**config.mk**
```make
export PLATFORM = sky130hd
export DESIGN_NAME = ring_code_monitor
export DESIGN_NICKNAME = d
export VERILOG_FILES = /design/src/rtl/ring_code_monitor_pkg.sv /design/src/rtl/ring_code_monitor_onehot_to_bin.sv /design/src/rtl/ring_code_monitor.sv
export SDC_FILE = /design/constraint.sdc
export NUM_CORES = 1
export LEC_CHECK = 0
export ABC_CLOCK_PERIOD_IN_PS = 2700
export BUFFER_PORTS_ARGS = -buffer_cell sky130_fd_sc_hd__clkbuf_2
export CORE_MARGIN = 2
export CORE_UTILIZATION = 54
export DETAILED_ROUTE_END_ITERATION = 8
export PLACE_DENSITY = 0.84
export SLEW_MARGIN = 20
export SYNTH_ARGS = -nofsm -noshare
export SYNTH_HDL_FRONTEND = slang
export SYNTH_SLANG_ARGS = --single-unit
```
**constraint.sdc**
```tcl
create_clock -name clk -period 2.7 [get_ports clk]
set_input_delay 0.54 -clock clk [delete_from_list [all_inputs] [get_ports clk]]
set_output_delay 0.54 -clock clk [all_outputs]
set_load 0.005 [all_outputs]
```
**src/rtl/ring_code_monitor_pkg.sv**
```systemverilog
// Shared types and helpers for the one-hot ring code monitor.
// Holds the monitor state encoding and the width-agnostic ring helpers
// (left rotation by one position and the one-hot legality test).
package ring_mon_pkg;

    // Widest ring the helper functions can handle; callers zero-extend into this.
    localparam int MAX_W = 64;

    typedef enum logic [1:0] {
        SEARCH  = 2'd0,
        ACQUIRE = 2'd1,
        LOCKED  = 2'd2
    } state_t;

    // Rotate the low 'width' bits of v left by one: bit i -> i+1, top bit -> bit 0.
    function automatic logic [MAX_W-1:0] rotl1(input logic [MAX_W-1:0] v, input int width);
        logic [MAX_W-1:0] mask;
        logic [MAX_W-1:0] r;
        mask = (width >= MAX_W) ? '1 : ((MAX_W'(1) << width) - MAX_W'(1));
        r    = ((v << 1) | (v >> (width - 1))) & mask;
        return r;
    endfunction

    // True when exactly one bit of v is set.
    function automatic logic is_onehot(input logic [MAX_W-1:0] v);
        return (v != '0) && ((v & (v - MAX_W'(1))) == '0);
    endfunction

endpackage

```
**src/rtl/ring_code_monitor_onehot_to_bin.sv**
```systemverilog
// Combinational one-hot to binary decoder for the ring code monitor.
// The index is only meaningful when legal_o is high; for an illegal
// pattern it is the OR of the indices of all set bits.
module onehot_to_bin
    import ring_mon_pkg::*;
#(
    parameter int WIDTH = 4,
    parameter int IW    = $clog2(WIDTH)
) (
    input  logic [WIDTH-1:0] ring_i,
    output logic [IW-1:0]    idx_o,
    output logic             legal_o
);

    // Encode the hot bit position and flag whether the pattern is one-hot.
    always_comb begin
        idx_o   = '0;
        legal_o = is_onehot(MAX_W'(ring_i));
        for (int i = 0; i < WIDTH; i++) begin
            if (ring_i[i]) begin
                idx_o = idx_o | IW'(i);
            end
        end
    end

endmodule

```
**src/rtl/ring_code_monitor.sv**
```systemverilog
// Receiving end of a one-hot ring counter code.
// Checks that each valid sample is one-hot and is the previous accepted
// sample rotated left by one, decodes the hot position, tracks lock,
// flags violations while locked and counts completed revolutions.
// Optional build macro: RING_HOLD_TOL_EN -- when defined, a sample equal
// to the previous accepted sample in ACQUIRE or LOCKED is treated as a
// stall (no state change, no error) instead of a mismatch.
module ring_code_monitor
    import ring_mon_pkg::*;
#(
    parameter int WIDTH    = 4,
    parameter int LOCK_CNT = 2,
    parameter int REV_W    = 8,
    parameter int ERR_W    = 8
) (
    input  logic                     clk,
    input  logic                     res,
    input  logic [WIDTH-1:0]         ring_in,
    input  logic                     ring_vld,
    output logic [$clog2(WIDTH)-1:0] idx,
    output logic                     idx_vld,
    output logic                     locked,
    output logic                     err,
    output logic                     wrap,
    output logic [REV_W-1:0]         rev_cnt,
    output logic [ERR_W-1:0]         err_cnt
);

    localparam int IW = $clog2(WIDTH);
    localparam int CW = $clog2(LOCK_CNT + 1);

    state_t           state_q,    state_d;
    logic [CW-1:0]    matchCnt_q, matchCnt_d;
    logic [WIDTH-1:0] prevRing_q, prevRing_d;
    logic [IW-1:0]    idx_q,      idx_d;
    logic             idxVld_q,   idxVld_d;
    logic             err_q,      err_d;
    logic             wrap_q,     wrap_d;
    logic [REV_W-1:0] revCnt_q,   revCnt_d;
    logic [ERR_W-1:0] errCnt_q,   errCnt_d;

    logic [IW-1:0]    sampleIdx;
    logic             sampleLegal;
    logic [WIDTH-1:0] expectedRing;
    logic             sampleMatch;
    logic             stall;
    logic [CW-1:0]    cntInc;

    onehot_to_bin #(
        .WIDTH (WIDTH),
        .IW    (IW)
    ) u_decode (
        .ring_i  (ring_in),
        .idx_o   (sampleIdx),
        .legal_o (sampleLegal)
    );

    assign expectedRing = WIDTH'(rotl1(MAX_W'(prevRing_q), WIDTH));
    assign sampleMatch  = sampleLegal && (ring_in == expectedRing);
    assign cntInc       = matchCnt_q + CW'(1);

`ifdef RING_HOLD_TOL_EN
    // A repeat of the last accepted sample is a stall once we are tracking a sequence.
    assign stall = (state_q != SEARCH) && (ring_in == prevRing_q);
`else
    assign stall = 1'b0;
`endif

    // Next-state logic: decide acceptance, lock progress, errors and revolutions.
    always_comb begin
        state_d    = state_q;
        matchCnt_d = matchCnt_q;
        prevRing_d = prevRing_q;
        idx_d      = idx_q;
        idxVld_d   = 1'b0;
        err_d      = 1'b0;
        wrap_d     = 1'b0;
        revCnt_d   = revCnt_q;
        errCnt_d   = errCnt_q;

        if (ring_vld && !stall) begin
            case (state_q)
                SEARCH: begin
                    if (sampleLegal) begin
                        idx_d      = sampleIdx;
                        idxVld_d   = 1'b1;
                        prevRing_d = ring_in;
                        matchCnt_d = CW'(1);
                        state_d    = (LOCK_CNT == 1) ? LOCKED : ACQUIRE;
                    end
                end
                ACQUIRE: begin
                    if (sampleMatch) begin
                        idx_d      = sampleIdx;
                        idxVld_d   = 1'b1;
                        prevRing_d = ring_in;
                        matchCnt_d = cntInc;
                        if (cntInc >= CW'(LOCK_CNT)) begin
                            state_d = LOCKED;
                        end
                    end else if (sampleLegal) begin
                        idx_d      = sampleIdx;
                        idxVld_d   = 1'b1;
                        prevRing_d = ring_in;
                        matchCnt_d = CW'(1);
                        state_d    = (LOCK_CNT == 1) ? LOCKED : ACQUIRE;
                    end else begin
                        matchCnt_d = '0;
                        state_d    = SEARCH;
                    end
                end
                LOCKED: begin
                    if (sampleMatch) begin
                        idx_d      = sampleIdx;
                        idxVld_d   = 1'b1;
                        prevRing_d = ring_in;
                        if ((idx_q == IW'(WIDTH - 1)) && (sampleIdx == '0)) begin
                            wrap_d   = 1'b1;
                            revCnt_d = revCnt_q + REV_W'(1);
                        end
                    end else begin
                        err_d = 1'b1;
                        if (errCnt_q != '1) begin
                            errCnt_d = errCnt_q + ERR_W'(1);
                        end
                        if (sampleLegal) begin
                            idx_d      = sampleIdx;
                            idxVld_d   = 1'b1;
                            prevRing_d = ring_in;
                            matchCnt_d = CW'(1);
                            state_d    = ACQUIRE;
                        end else begin
                            matchCnt_d = '0;
                            state_d    = SEARCH;
                        end
                    end
                end
                default: begin
                    matchCnt_d = '0;
                    state_d    = SEARCH;
                end
            endcase
        end
    end

    // State and output registers with synchronous reset taking priority over samples.
    always_ff @(posedge clk) begin
        if (res) begin
            state_q    <= SEARCH;
            matchCnt_q <= '0;
            prevRing_q <= '0;
            idx_q      <= '0;
            idxVld_q   <= 1'b0;
            err_q      <= 1'b0;
            wrap_q     <= 1'b0;
            revCnt_q   <= '0;
            errCnt_q   <= '0;
        end else begin
            state_q    <= state_d;
            matchCnt_q <= matchCnt_d;
            prevRing_q <= prevRing_d;
            idx_q      <= idx_d;
            idxVld_q   <= idxVld_d;
            err_q      <= err_d;
            wrap_q     <= wrap_d;
            revCnt_q   <= revCnt_d;
            errCnt_q   <= errCnt_d;
        end
    end

    assign idx     = idx_q;
    assign idx_vld = idxVld_q;
    assign locked  = (state_q == LOCKED);
    assign err     = err_q;
    assign wrap    = wrap_q;
    assign rev_cnt = revCnt_q;
    assign err_cnt = errCnt_q;

endmodule
```
# Word-level counts from Yosys, hierarchy flattened

Cells that the tools add are included.

Muxes and demuxes: 22
Equal/unequal tests: 8
Add/sub/neg operators: 4
Order comparisons: 1
Reduce and logical (&&, ||, !) cells: 17
Bitwise logic cells: 5

Operators by type and width:

| cell                  | count |
|---|---|
| $and A4 B64 Y64       | 1 |
| $logic_not A64 Y1     | 1 |
| $mux W2               | 9 |
| $add A8 B1 Y8 const B | 2 |
| $pmux W2 S3           | 2 |
| $reduce_and A4 Y1     | 3 |
| $mux W4               | 2 |
| $ne A8 B8 Y1 const B  | 1 |
| $pmux W4 S2           | 1 |
| $mux W1               | 6 |
| $sub A4 B1 Y5 const B | 1 |
| $eq A2 B2 Y1 const B  | 2 |
| $eq A4 B4 Y1          | 1 |
| $logic_not A2 Y1      | 2 |
| $ne A2 B2 Y1 const B  | 2 |
| $or A4 B1 Y4          | 1 |
| $pmux W2 S2           | 1 |
| $reduce_bool A4 Y1    | 1 |
| $reduce_or A2 Y1      | 2 |
| $reduce_or A4 Y1      | 1 |
| $logic_and A1 B1 Y1   | 3 |
| $ne A3 B3 Y1 const B  | 1 |
| $not A1 Y1            | 3 |
| $reduce_and A3 Y1     | 1 |
| 7 further kinds       | 7 |

Bits of input ports: 7
Register bits after elaboration: 29
Logic and storage cells: 66

# Logic depth before layout (Yosys ltp)

Gate-level depths: netlist (run 1).

Word-level depth: 7
Depth in mapped cells: 7

# Modules after synthesis

A second synthesis (run 1) with hierarchy kept.

Cell total of the unflattened synthesis: 183
Area, all modules: 1652.8 µm²

By module, submodules not included:

| module            | times used | area an instance (µm²) | seq. area each (µm²) | cells each |
|---|---|---|---|---|
| ring_code_monitor | 1          | 1602.8                 | 580.6                | 177 |
| onehot_to_bin     | 1          | 50.0                   | 0.0                  | 6 |

# Least setup slack after synthesis (run 1)

OpenSTA, ideal clock, no wires.

Path type: input to register
From: input ring_in[3]
To: register revCnt_q[7], in the netlist rev_cnt[7]
Data arrival time: 2.158 ns
Library setup time: 0.123 ns
Slack: 0.419 ns
Required time: 2.577 ns
Cell stages on the path: 6
Cell sequence: buf_2 -> or4b_1 -> o311ai_2 -> nand3_4 -> nor4_1 -> mux2_1

Cells in the longest elaborated chain, start to end: 6
Elaborated cells on any way between the ends: 11
Those cells by class: add/sub (1); eq/ne (1); mux (1); bitwise (1); reduce/logical (7)

Ends and longest elaborated chain:

| item                                 | line                        | source |
|---|---|---|
| start, declared                      | ring_code_monitor.sv:18     | `input logic [WIDTH-1:0] ring_in,` |
| $sub A4 B1 Y5                        | ring_code_monitor_pkg.sv:26 | `return (v != '0) && ((v & (v - MAX_W'(1))) == '0);` |
| $and A4 B64 Y64                      | ring_code_monitor_pkg.sv:26 |  |
| $logic_not A64 Y1                    | ring_code_monitor_pkg.sv:26 |  |
| $logic_and A1 B1 Y1                  | ring_code_monitor_pkg.sv:26 |  |
| $logic_and A1 B1 Y1                  | ring_code_monitor.sv:59     | `assign sampleMatch = sampleLegal && (ring_in == expectedRing);` |
| $reduce_and A4 Y1 (no source line) * | -                           |  |
| end signal, assigned                 | ring_code_monitor.sv:166    | `revCnt_q <= revCnt_d;` |
| end, declared                        | ring_code_monitor.sv:39     | `logic [REV_W-1:0] revCnt_q, revCnt_d;` |

Mark *: on every way between the ends. The rest lies on a longest branch, timed or not.
A chain may end at the register's enable or synchronous reset.

# Worst setup path after layout (run 1)

From: register state_q[0]
To: register revCnt_q[7], in the netlist rev_cnt[7]

Cells in the longest elaborated chain, start to end: 2

Ends and longest elaborated chain:

| item                               | line                     | source |
|---|---|---|
| start, declared                    | ring_code_monitor.sv:32  | `state_t state_q, state_d;` |
| start signal, assigned             | ring_code_monitor.sv:159 | `state_q <= state_d;` |
| $eq A2 B2 Y1                       | ring_code_monitor.sv:82  | `case (state_q)` |
| $reduce_and A4 Y1 (no source line) | -                        |  |

Every way passes these cells.

==> summary.md, run 1 <==
| Metric | Value |
|---|---|
| Post-CTS Hold Buffers | 0 |
| CP top delay family | simple AND/OR/NAND/NOR gates |
| Most common cell after layout, fill and taps aside | dfxtp_1 |
| Fin crit share | approximately four fifths |
| Detailed Route WL | between 3 and 4 mm |
| Die width | between 50 and 60 um |
| FF-to-FF End | rev_cnt[7] |
| Overall routing resource usage | 21.1% |
| Final net count | a little over 200 |
| Initial cell density of the core | 58.4% |
| Setup WS pre-CTS | around 0.22 ns |
| Status | complete, no violations |
| Mean Syn Cell Area | between 9 and 10 um2 |
| Top cells by area, synth | dfxtp_1, xnor2_1, nor2_1 |
| Post-route ant nets | 0 |
| Final WS setup | just over 0.5 ns |
| Routability cong. | between 0.8 and 0.9 |
| Clock latency on the worst-skew pair | 0.33 ns |
| FP Rows | 18 |
| Via count | 1308 |
| Max frequency | between 400 and 500 MHz |
| TritonCTS buffer count | 5 |
| Worst VDD drop | between 0.0004 and 0.0005 V |
| Maximum Capacitance Violations | 0 |
| Total die area | 0.00316 mm2 |
| Slack of the worst reg-to-reg path | just over 0.5 ns |
| Clk pin slew, worst setup/hold paths | 0.09 ns |
| Fin util | about two thirds |
| Worst Max-Slew Pin Slew | 0.703 ns |
| Antenna cell count | 0 |
| Number of global-route vias before repair | 1227 |
| Hold crit path type | flip-flop to flip-flop |
| PostCTS Resize Cnt | 0 |
| Slowest cell on crit path | nor4_1 |
| Crit path to | rev_cnt[7] |
| Initial antenna violation count | 0 |
| Min cycle time layout | about 2.2 ns |
| PwrDens | 458 mW/mm2 |
| Core area | roughly 0.0025 mm2 |
| Share of layout cells above drive strength 1 | a little over a fifth |
| FF-to-FF path depth | 7 |
| Worst r2r src | state_q[0] |
| Setup TNS | 0 ns |
| Detailed-route DRC error count | 0 |
| CP Launch Type | flip-flop |
| Count of input and output buffers | 28 |
| Area Growth Syn to Fin | 14.4% |
| Gr ovfl total | 0 |
| Max Clock Skew | between 0.01 and 0.015 ns |
| Crit-path cells | inv_1 > ha_1 > nand2_1 > nor3_2 > nand3_4 > nor4_1 > mux2_1 |
| Rel. slew slack | 53.1% |
| Via density | between 5 and 6 |
| EDFF count, synth | 0 |
| IO Count | 29 |
| Placed cell areas | ~0.0016 mm2 |
| Cells after synthesis | between 150 and 200 |
| CP Data Arrival Time | around 2.4 ns |
| First-pass GRT wire length | approximately 5.3 mm |
| Largest net degree at the start of global routing | 33 |
| Post-synthesis register bit count | 29 |
| Crit path largest cell delay | between 0.3 and 0.4 ns |
| Type of the worst setup path | flip-flop to flip-flop |
| Die height | roughly 56 um |
| Post-synth top area share | between 30% and 40% |
| CTS sink cnt | 29 |
| Critical Path Fanout Max | 8 |
| CP endpoint kind | flip-flop |
| Register area share after synthesis | between 30% and 40% |
| Dpl hpwl | between 2 and 2.5 mm |
| Max-slew violations | 0 |
| Async set-or-reset flop fraction in the synthesized netlist | 0% |
| Postcts setup bufs | 0 |
| WL/cell | about 14 um |
| CTS tree | yes |
| Critical Path RT | roughly 2.9 ns |
| Mapped Area | around 0.0015 mm2 |
| First-pass detailed-route iteration total | 4 |
| Largest area contributor in the synthesized netlist | dfxtp_1 |
| Worst path depth | 7 |
| P_leak | between 0.6 and 0.7 nW |
| Design Area, Final | between 0.0015 and 0.002 mm2 |
| Post-synth net total | 175 |
| H-tree levels | 2 |
| Unique masters post-synth | 39 |
| Clk buf depth | 2 |
| Yosys warns | 0 |
| Hold Vio Cnt, Final | 0 |
| Worst path bufs/invs | 1 |
| Critical Path Source | state_q[0] |
| DRT iter0 DRCs | 44 |
| Most frequent cells in the layout | dfxtp_1, clkbuf_2, nor2_1 |
| Most used flip-flop cell after synthesis | dfxtp_1 |
| Unrepaired setup endpoints after global routing | no |
| CTS Root Cell | clkbuf_4 |
| # setup viols final | 0 |
-- synthesized netlist by cell type, types with 3 or more instances --
cell type  instances
o31ai_1            3
or4_1              3
xor2_1             5
a2111oi_0          4
dfxtp_1           29
nand3_1            4
buf_2              4
nand2_1            8
a21oi_1            7
inv_1              7
nor2_1            23
nand4_1            4
ha_1               6
a211oi_1           5
xnor2_1           10
clkbuf_1           4
mux2i_1            6
o21ai_0            3
or3_1              3
-- cell families after synthesis --
logic type,Yosys count,share of synthesized area [%]
adders and majority gates,6,5.09
xor gates and xnor gates,15,8.91
buffers and inverters,15,4.16
AOI/OAI and AO/OA,30,14.1
muxes,7,4.84
DFF,29,39.4
and+or+nand+nor,60,23.5
-- power breakdown --
part	switching, mW	total (mW)	internal (mW)	leakage, nW
clock	0.139	0.262	0.123	0.0314
combinational	0.0450	0.0717	0.0267	0.373
sequential	0.00531	0.440	0.434	0.234
-- metrics by stage --
step	hold WS [ns]	total power [mW]	instances
2_1_floorplan	0.471	0.501	162
3_3_place_gp	0.484	0.517	214
3_5_place_dp	0.489	0.521	214
4_1_cts	0.502	0.780	221
5_1_grt	0.530	0.813	221
6_report	0.503	0.773	221
-- cell type report --
class                           count  area [um2]
Clock buffer                        7        55.1
Multi-Input combinational cell    118         832
Inverter                            7        26.3
Timing Repair Buffer               30         155
Fill cell                         218         836
Sequential cell                    29         581
Tap cell                           30        37.5
-- worst min path at each step --
stage,from,endpoint,slack [ns],cells after the start
after floorplan,matchCnt_q[1],matchCnt_q[1],0.47,2
after global placement,rev_cnt[5],rev_cnt[5],0.48,2
after detailed placement,matchCnt_q[1],matchCnt_q[1],0.49,2
after CTS,matchCnt_q[1],matchCnt_q[1],0.50,2
after global routing,matchCnt_q[1],matchCnt_q[1],0.53,2
final,matchCnt_q[1],matchCnt_q[1],0.50,2
-- metal layers --
layer / GRT usage (%) / share of wire [%]
met1: 23.1 / 42
met2: 38.0 / 50
met3: 7.21 / 5.6
met4: 6.46 / 2.1
met5: 0 / 0
-- worst reg2reg max path, delay by kind of cell, from the launching register on --
family	cells	cell delay, ns
adder cells (fa/ha/maj)	1	0.31
buffers and inverters	1	0.11
flip-flops	1	0.34
multiplexers	1	0.35
AND/OR/NAND/NOR	4	0.96
Power figures use the tool's default switching activity.
==> run 2: changes to the inputs <==
ABC_CLOCK_PERIOD_IN_PS = 1900   (was 2700)
CORE_UTILIZATION = 48   (was 54)
PLACE_DENSITY = 0.8   (was 0.84)
clock period = 1.9 ns   (was 2.7 ns; I/O delays follow)
==> run 2 against run 1 <==
  * Via count fell by 0.54%
  * Worst setup slack lost 0.47 ns
  * First-iteration DRC count is 36% higher
  * Register-to-register slack worse by 0.46 ns
  * Sequential power grew 42%
  * Cell count rose by 9.5%
  * Sequential share of layout area down 4.7 points
  * Largest power group unchanged
  * Die area rose by 12%
  * Flip-flop and latch count unchanged
==> summary.md, run 2 (synthesis results as in run 1) <==
| Metric | Value |
|---|---|
| Hold Vio Cnt, Final | 0 |
| Setup WS pre-CTS | -0.295 ns |
| Overall routing resource usage | between 20% and 30% |
| Die width | a little under 60 um |
| Met1 usage | around 25% |
| CTS sink cnt | 29 |
| First-pass GRT wire length | 5.55 mm |
| Dpl hpwl | 2.34 mm |
| FP Rows | 20 |
| Rel. slew slack | 69.9% |
| Design Area, Final | just under 0.002 mm2 |
| CP Data Arrival Time | approximately 2.1 ns |
| Gr busiest metal | met2 |
| Max frequency | around 540 MHz |
| Most frequent cells in the layout | clkbuf_2, dfxtp_1, nor2_1 |
| Met2 usage | a little over a third |
| Final WS setup | slightly above 0.05 ns |
| Critical Path Fanout Max | 8 |
| P_leak | between 0.7 and 0.8 nW |
| CP endpoint kind | flip-flop |
| Initial antenna violation count | 0 |
| First-pass detailed-route iteration total | 4 |
| Placed cell areas | 0.00179 mm2 |
| Gr ovfl total | 0 |
| WL/cell | ~14 um |
| # setup viols final | 0 |
| CP Launch Type | input pin |
| Crit path largest cell delay | 0.56 ns |
| Total die area | between 0.003 and 0.004 mm2 |
| H-tree levels | 2 |
| M3 GR Usage | under 10% |
| Maximum Capacitance Violations | 0 |
| Area Growth Syn to Fin | 33.2% |
| Crit-path cells | clkbuf_2 > or4b_4 > o311ai_4 > o21ai_1 > or4_4 > o22ai_1 |
| CTS Root Cell | clkbuf_4 |
| Detailed Route WL | about 3.4 mm |
| Type of the worst setup path | input pin to flip-flop |
| Clk pin slew, worst setup/hold paths | 0.09 ns |
| Count of input and output buffers | 28 |
| Post-CTS Hold Buffers | 0 |
| Routability cong. | between 0.8 and 0.9 |
| Via density | about 5.4 |
| Final net count | between 200 and 250 |
| Worst VDD drop | 0.000425 V |
| TritonCTS buffer count | 5 |
| Clk buf depth | 2 |
| Worst-case hold slack | 0.398 ns |
| DRT iter0 DRCs | 60 |
| FF+latch area | around 580 um2 |
| Antenna cell count | 0 |
| CTS tree | yes |
| Hold path startpoint | ring_vld |
| Unrepaired setup endpoints after global routing | yes |
| Via count | roughly 1300 |
| Multi-input gate area | about 950 um2 |
| Clock latency on the worst-skew pair | around 0.33 ns |
| Share of layout cells above drive strength 1 | between 30 and 40% |
| Core area | a little under 0.003 mm2 |
| Critical Path Source | ring_in[3] |
| Number of global-route vias before repair | about 1300 |
| Initial cell density of the core | slightly below 50% |
| Fin crit share | slightly below 100% |
| Max-slew violations | 0 |
| Post-route ant nets | 0 |
| Detailed-route DRC error count | 0 |
| Critical Path RT | ~2.2 ns |
| Slowest cell on crit path | or4b_4 |
| Hold crit path type | input pin to flip-flop |
| Min cycle time layout | roughly 1.8 ns |
| Largest net degree at the start of global routing | 23 |
| PwrDens | around 580 mW/mm2 |
| Die height | just under 60 um |
| Setup TNS | 0 ns |
| Number of fill cells in the layout | between 200 and 250 |
| IO Count | 29 |
| Max Clock Skew | slightly below 0.008 ns |
| Most common cell after layout, fill and taps aside | clkbuf_2 |
| Status | complete, no violations |
| Worst Max-Slew Pin Slew | 0.452 ns |
## run 2: cell count changes in the layout (fill, tap and decap cells not counted), moves of 2 or more
cell       previous run  this run
dfxtp_2               0         2
a2111oi_0             4         0
buf_4                 2        19
xor2_1                5         1
or4b_4                0         2
xor2_2                0         4
a2111oi_2             0         2
dfxtp_1              29        27
or4b_1                2         0
## run 2: report_power, final
| part | leakage, nW | internal (mW) | total, mW | switching (mW) |
|---|---|---|---|---|
| registers | 0.235 | 0.618 | 0.627 | 0.00920 |
| logic | 0.497 | 0.0628 | 0.142 | 0.0793 |
| clock network | 0.0314 | 0.174 | 0.376 | 0.202 |
## run 2: final cells by class
type | count | share of cell area (%)
Clock buffer | 7 | 2.80
Inverter | 7 | 1.34
Multi-Input combinational cell | 118 | 48.6
Sequential cell | 29 | 29.7
Tap cell | 33 | 2.10
Timing Repair Buffer | 48 | 15.4
## run 2: critical path, delay by kind of cell
kind,cells,cell delay [ns]
AO/OA/AOI/OAI,3,0.47
buffers and inverters,1,0.17
AND/OR/NAND/NOR,2,1.07
## run 2: repair_timing
action	4_1_cts	5_1_grt
gates resized for setup	2	20
pin swaps	3	3
setup endpoints to repair	3	14
setup buffers	1	1
## run 2: metal layers
| layer | routed length, um | part of all wire [%] | vias to the layer above |
|---|---|---|---|
| li1 | - | - | 666 |
| met1 | 1470 | 43 | 610 |
| met2 | 1820 | 53 | 19 |
| met3 | 103 | 3.0 | 6 |
| met4 | 40 | 1.2 | 0 |
| met5 | 0 | 0 | - |
## run 2: through the flow
stage / power (mW) / util [%] / cells
global route: 1.20 / 65.9 / 242
global placement: 0.761 / 60.2 / 233
finish: 1.15 / 65.9 / 242
detailed placement: 0.765 / 60.2 / 233
floorplan: 0.720 / - / 162
CTS: 1.14 / 62.4 / 241
## run 2: final timing paths
path                   endpoint  slack, ns  cells past startpoint
hold / removal             wrap       0.40                      3
setup / recovery     state_q[1]       0.05                      6
hold reg to reg   matchCnt_q[1]       0.51                      2
setup reg to reg     err_cnt[5]       0.06                      8
==> run 3: changes to the inputs <==
ABC_CLOCK_PERIOD_IN_PS = 1700   (was 1900)
clock period = 1.7 ns   (was 1.9 ns; I/O delays follow)
==> run 3 against run 2 <==
  * The flow now finishes with violations (negative setup slack)
  * Global-route usage is 4.8 points higher
  * Total power is 33% higher
  * Worst setup slack worse by 0.23 ns
  * Worst hold slack worse by 0.11 ns
  * Via count is 16% higher
  * Flip-flop and latch count stayed put
  * Register-to-register slack worse by 0.24 ns
  * Cell count is 5.8% higher
  * Combinational power is 56% higher
==> summary.md, run 3 (synthesis results as in run 1) <==
| Metric | Value |
|---|---|
| Count of input and output buffers | 28 |
| Pint | between 1 and 1.5 mW |
| Initial antenna violation count | 0 |
| Final WS setup | -0.181 ns |
| FF+latch area | between 500 and 600 um2 |
| Rel. slew slack | between 60% and 70% |
| Type of the worst setup path | flip-flop to flip-flop |
| Core area | between 0.002 and 0.003 mm2 |
| Unrepaired setup endpoints after global routing | yes |
| Number of fill cells in the layout | 179 |
| Via count | around 1500 |
| Clock latency on the worst-skew pair | ~0.35 ns |
| CP Launch Type | flip-flop |
| Routability cong. | about 0.86 |
| CTS sink cnt | 29 |
| Clk pin slew, worst setup/hold paths | 0.09 ns |
| Share of layout cells above drive strength 1 | between 50% and 60% |
| CP Data Arrival Time | about 2.2 ns |
| Switching fraction of total power | between 20% and 30% |
| Total die area | between 0.003 and 0.004 mm2 |
| Die height | around 59 um |
| Hold crit path type | input pin to flip-flop |
| Max-slew violations | 0 |
| Initial cell density of the core | 49.5% |
| Worst VDD drop | about 0.00064 V |
| Fin crit share | 111% |
| Critical Path RT | between 1.5 and 2 ns |
| Clk buf depth | 2 |
| WL/cell | approximately 20 um |
| TritonCTS buffer count | 5 |
| IO Count | 29 |
| Post-route insts no fill | 256 |
| PwrDens | approximately 660 mW/mm2 |
| Setup TNS | -1.08 ns |
| First-pass GRT wire length | about 6.5 mm |
| Max frequency | about 530 MHz |
| Hold Vio Cnt, Final | 0 |
| # placed instances | around 240 |
| Flop pwr share | a little under half |
| Area Growth Syn to Fin | 58.1% |
| Fin util | slightly below 80% |
| Status | finished, violations left |
| Max Clock Skew | 0.0127 ns |
| First-pass detailed-route iteration total | 5 |
| CTS tree | yes |
| Most common cell after layout, fill and taps aside | buf_4 |
| CTS Root Cell | clkbuf_4 |
| Gr ovfl total | 0 |
| Detailed-route DRC error count | 0 |
| Post-route ant nets | 0 |
| Worst Max-Slew Pin Slew | roughly 0.54 ns |
| Multi-input gate area | ~0.0011 mm2 |
| FP Rows | 20 |
| Die width | between 50 and 60 um |
| Antenna cell count | 0 |
| Final net count | around 240 |
| H-tree levels | 2 |
| P_leak | around 0.90 nW |
| Clk network pwr share | between 30% and 40% |
| Failing checks | negative setup slack |
| Largest net degree at the start of global routing | 23 |
| Most frequent cells in the layout | buf_4, clkbuf_2, nor2_1 |
| Comb power frac | around 15% |
| Critical Path Fanout Max | 5 |
| CP endpoint kind | flip-flop |
| Number of global-route vias before repair | roughly 1400 |
| # setup viols final | 13 |
| DRT iter0 DRCs | 78 |
| Psw | approximately 0.39 mW |
| Maximum Capacitance Violations | 0 |
| Via density | about 6 |
| Min cycle time layout | 1.88 ns |
| Overall routing resource usage | between 20 and 30% |
| Detailed Route WL | roughly 5.1 mm |
| Dpl hpwl | 2.60 mm |
run 3: changes by cell type in the layout (fill, tap and decap cells not counted), sizes merged:
cell	before	now
bufinv	0	1
buf	20	36
clkbuf	35	32
run 3: worst max-delay path, stage by stage (launching register included):
cell and delay (ns):
dfxtp_2 0.33, inv_1 0.08, ha_2 0.20, nand2_2 0.12, nor3_4 0.28, nand3_4 0.14, or4_1 0.51, a21oi_1 0.17
run 3: final timing paths:
kind	from	slack, ns	depth (start not counted)	end
worst max register to register	state_q[0]	-0.18	7	rev_cnt[5]
worst min register to register	rev_cnt[6]	0.52	2	rev_cnt[6]
worst min-delay path	ring_in[3]	0.29	3	flip-flop
worst max-delay path	state_q[0]	-0.18	7	rev_cnt[5]
run 3: routing by layer:
layer  up-vias  GRT usage (%)  share of wire (%)
li1        695              -                  -
met1       720           30.1                 37
met2        66           43.0                 53
met3        24           7.21                5.1
met4         0           11.4                5.0
met5         -              0                  0
run 3: timing repair:
action	4_1_cts	5_1_grt
gates cloned	0	1
endpoints found under the setup margin	15	23
gates resized for setup	36	42
hold buffers	0	0
setup buffers	3	6
pin swaps	12	17
endpoints found under the hold margin	0	0
run 3: layout make-up:
type / instances / area share, %
Multi-Input combinational cell: 118 / 48.4
Sequential cell: 29 / 25.4
Timing Repair Buffer: 61 / 19.6
Clock buffer: 7 / 2.36
Tap cell: 33 / 1.77
Clock inverter: 1 / 1.29
Inverter: 7 / 1.13
run 3: per-stage QoR:
stage	total power, mW	hold WS [ns]	instance area [um2]	setup WS [ns]
after floorplan	0.805	0.471	1520	-0.284
after global placement	0.855	0.488	1830	-0.367
after detailed placement	0.863	0.499	1830	-0.432
after CTS	1.47	0.351	2080	-0.0783
after global routing	1.57	0.313	2330	-0.259
final	1.53	0.285	2330	-0.181
run 3: power groups by stage:
stage / combinational, mW / sequential, mW / clock (mW)
6_report: 0.222 / 0.700 / 0.607
5_1_grt: 0.237 / 0.701 / 0.636
4_1_cts: 0.169 / 0.698 / 0.603
3_5_place_dp: 0.150 / 0.713 / 0
3_3_place_gp: 0.143 / 0.712 / 0
2_1_floorplan: 0.0923 / 0.713 / 0
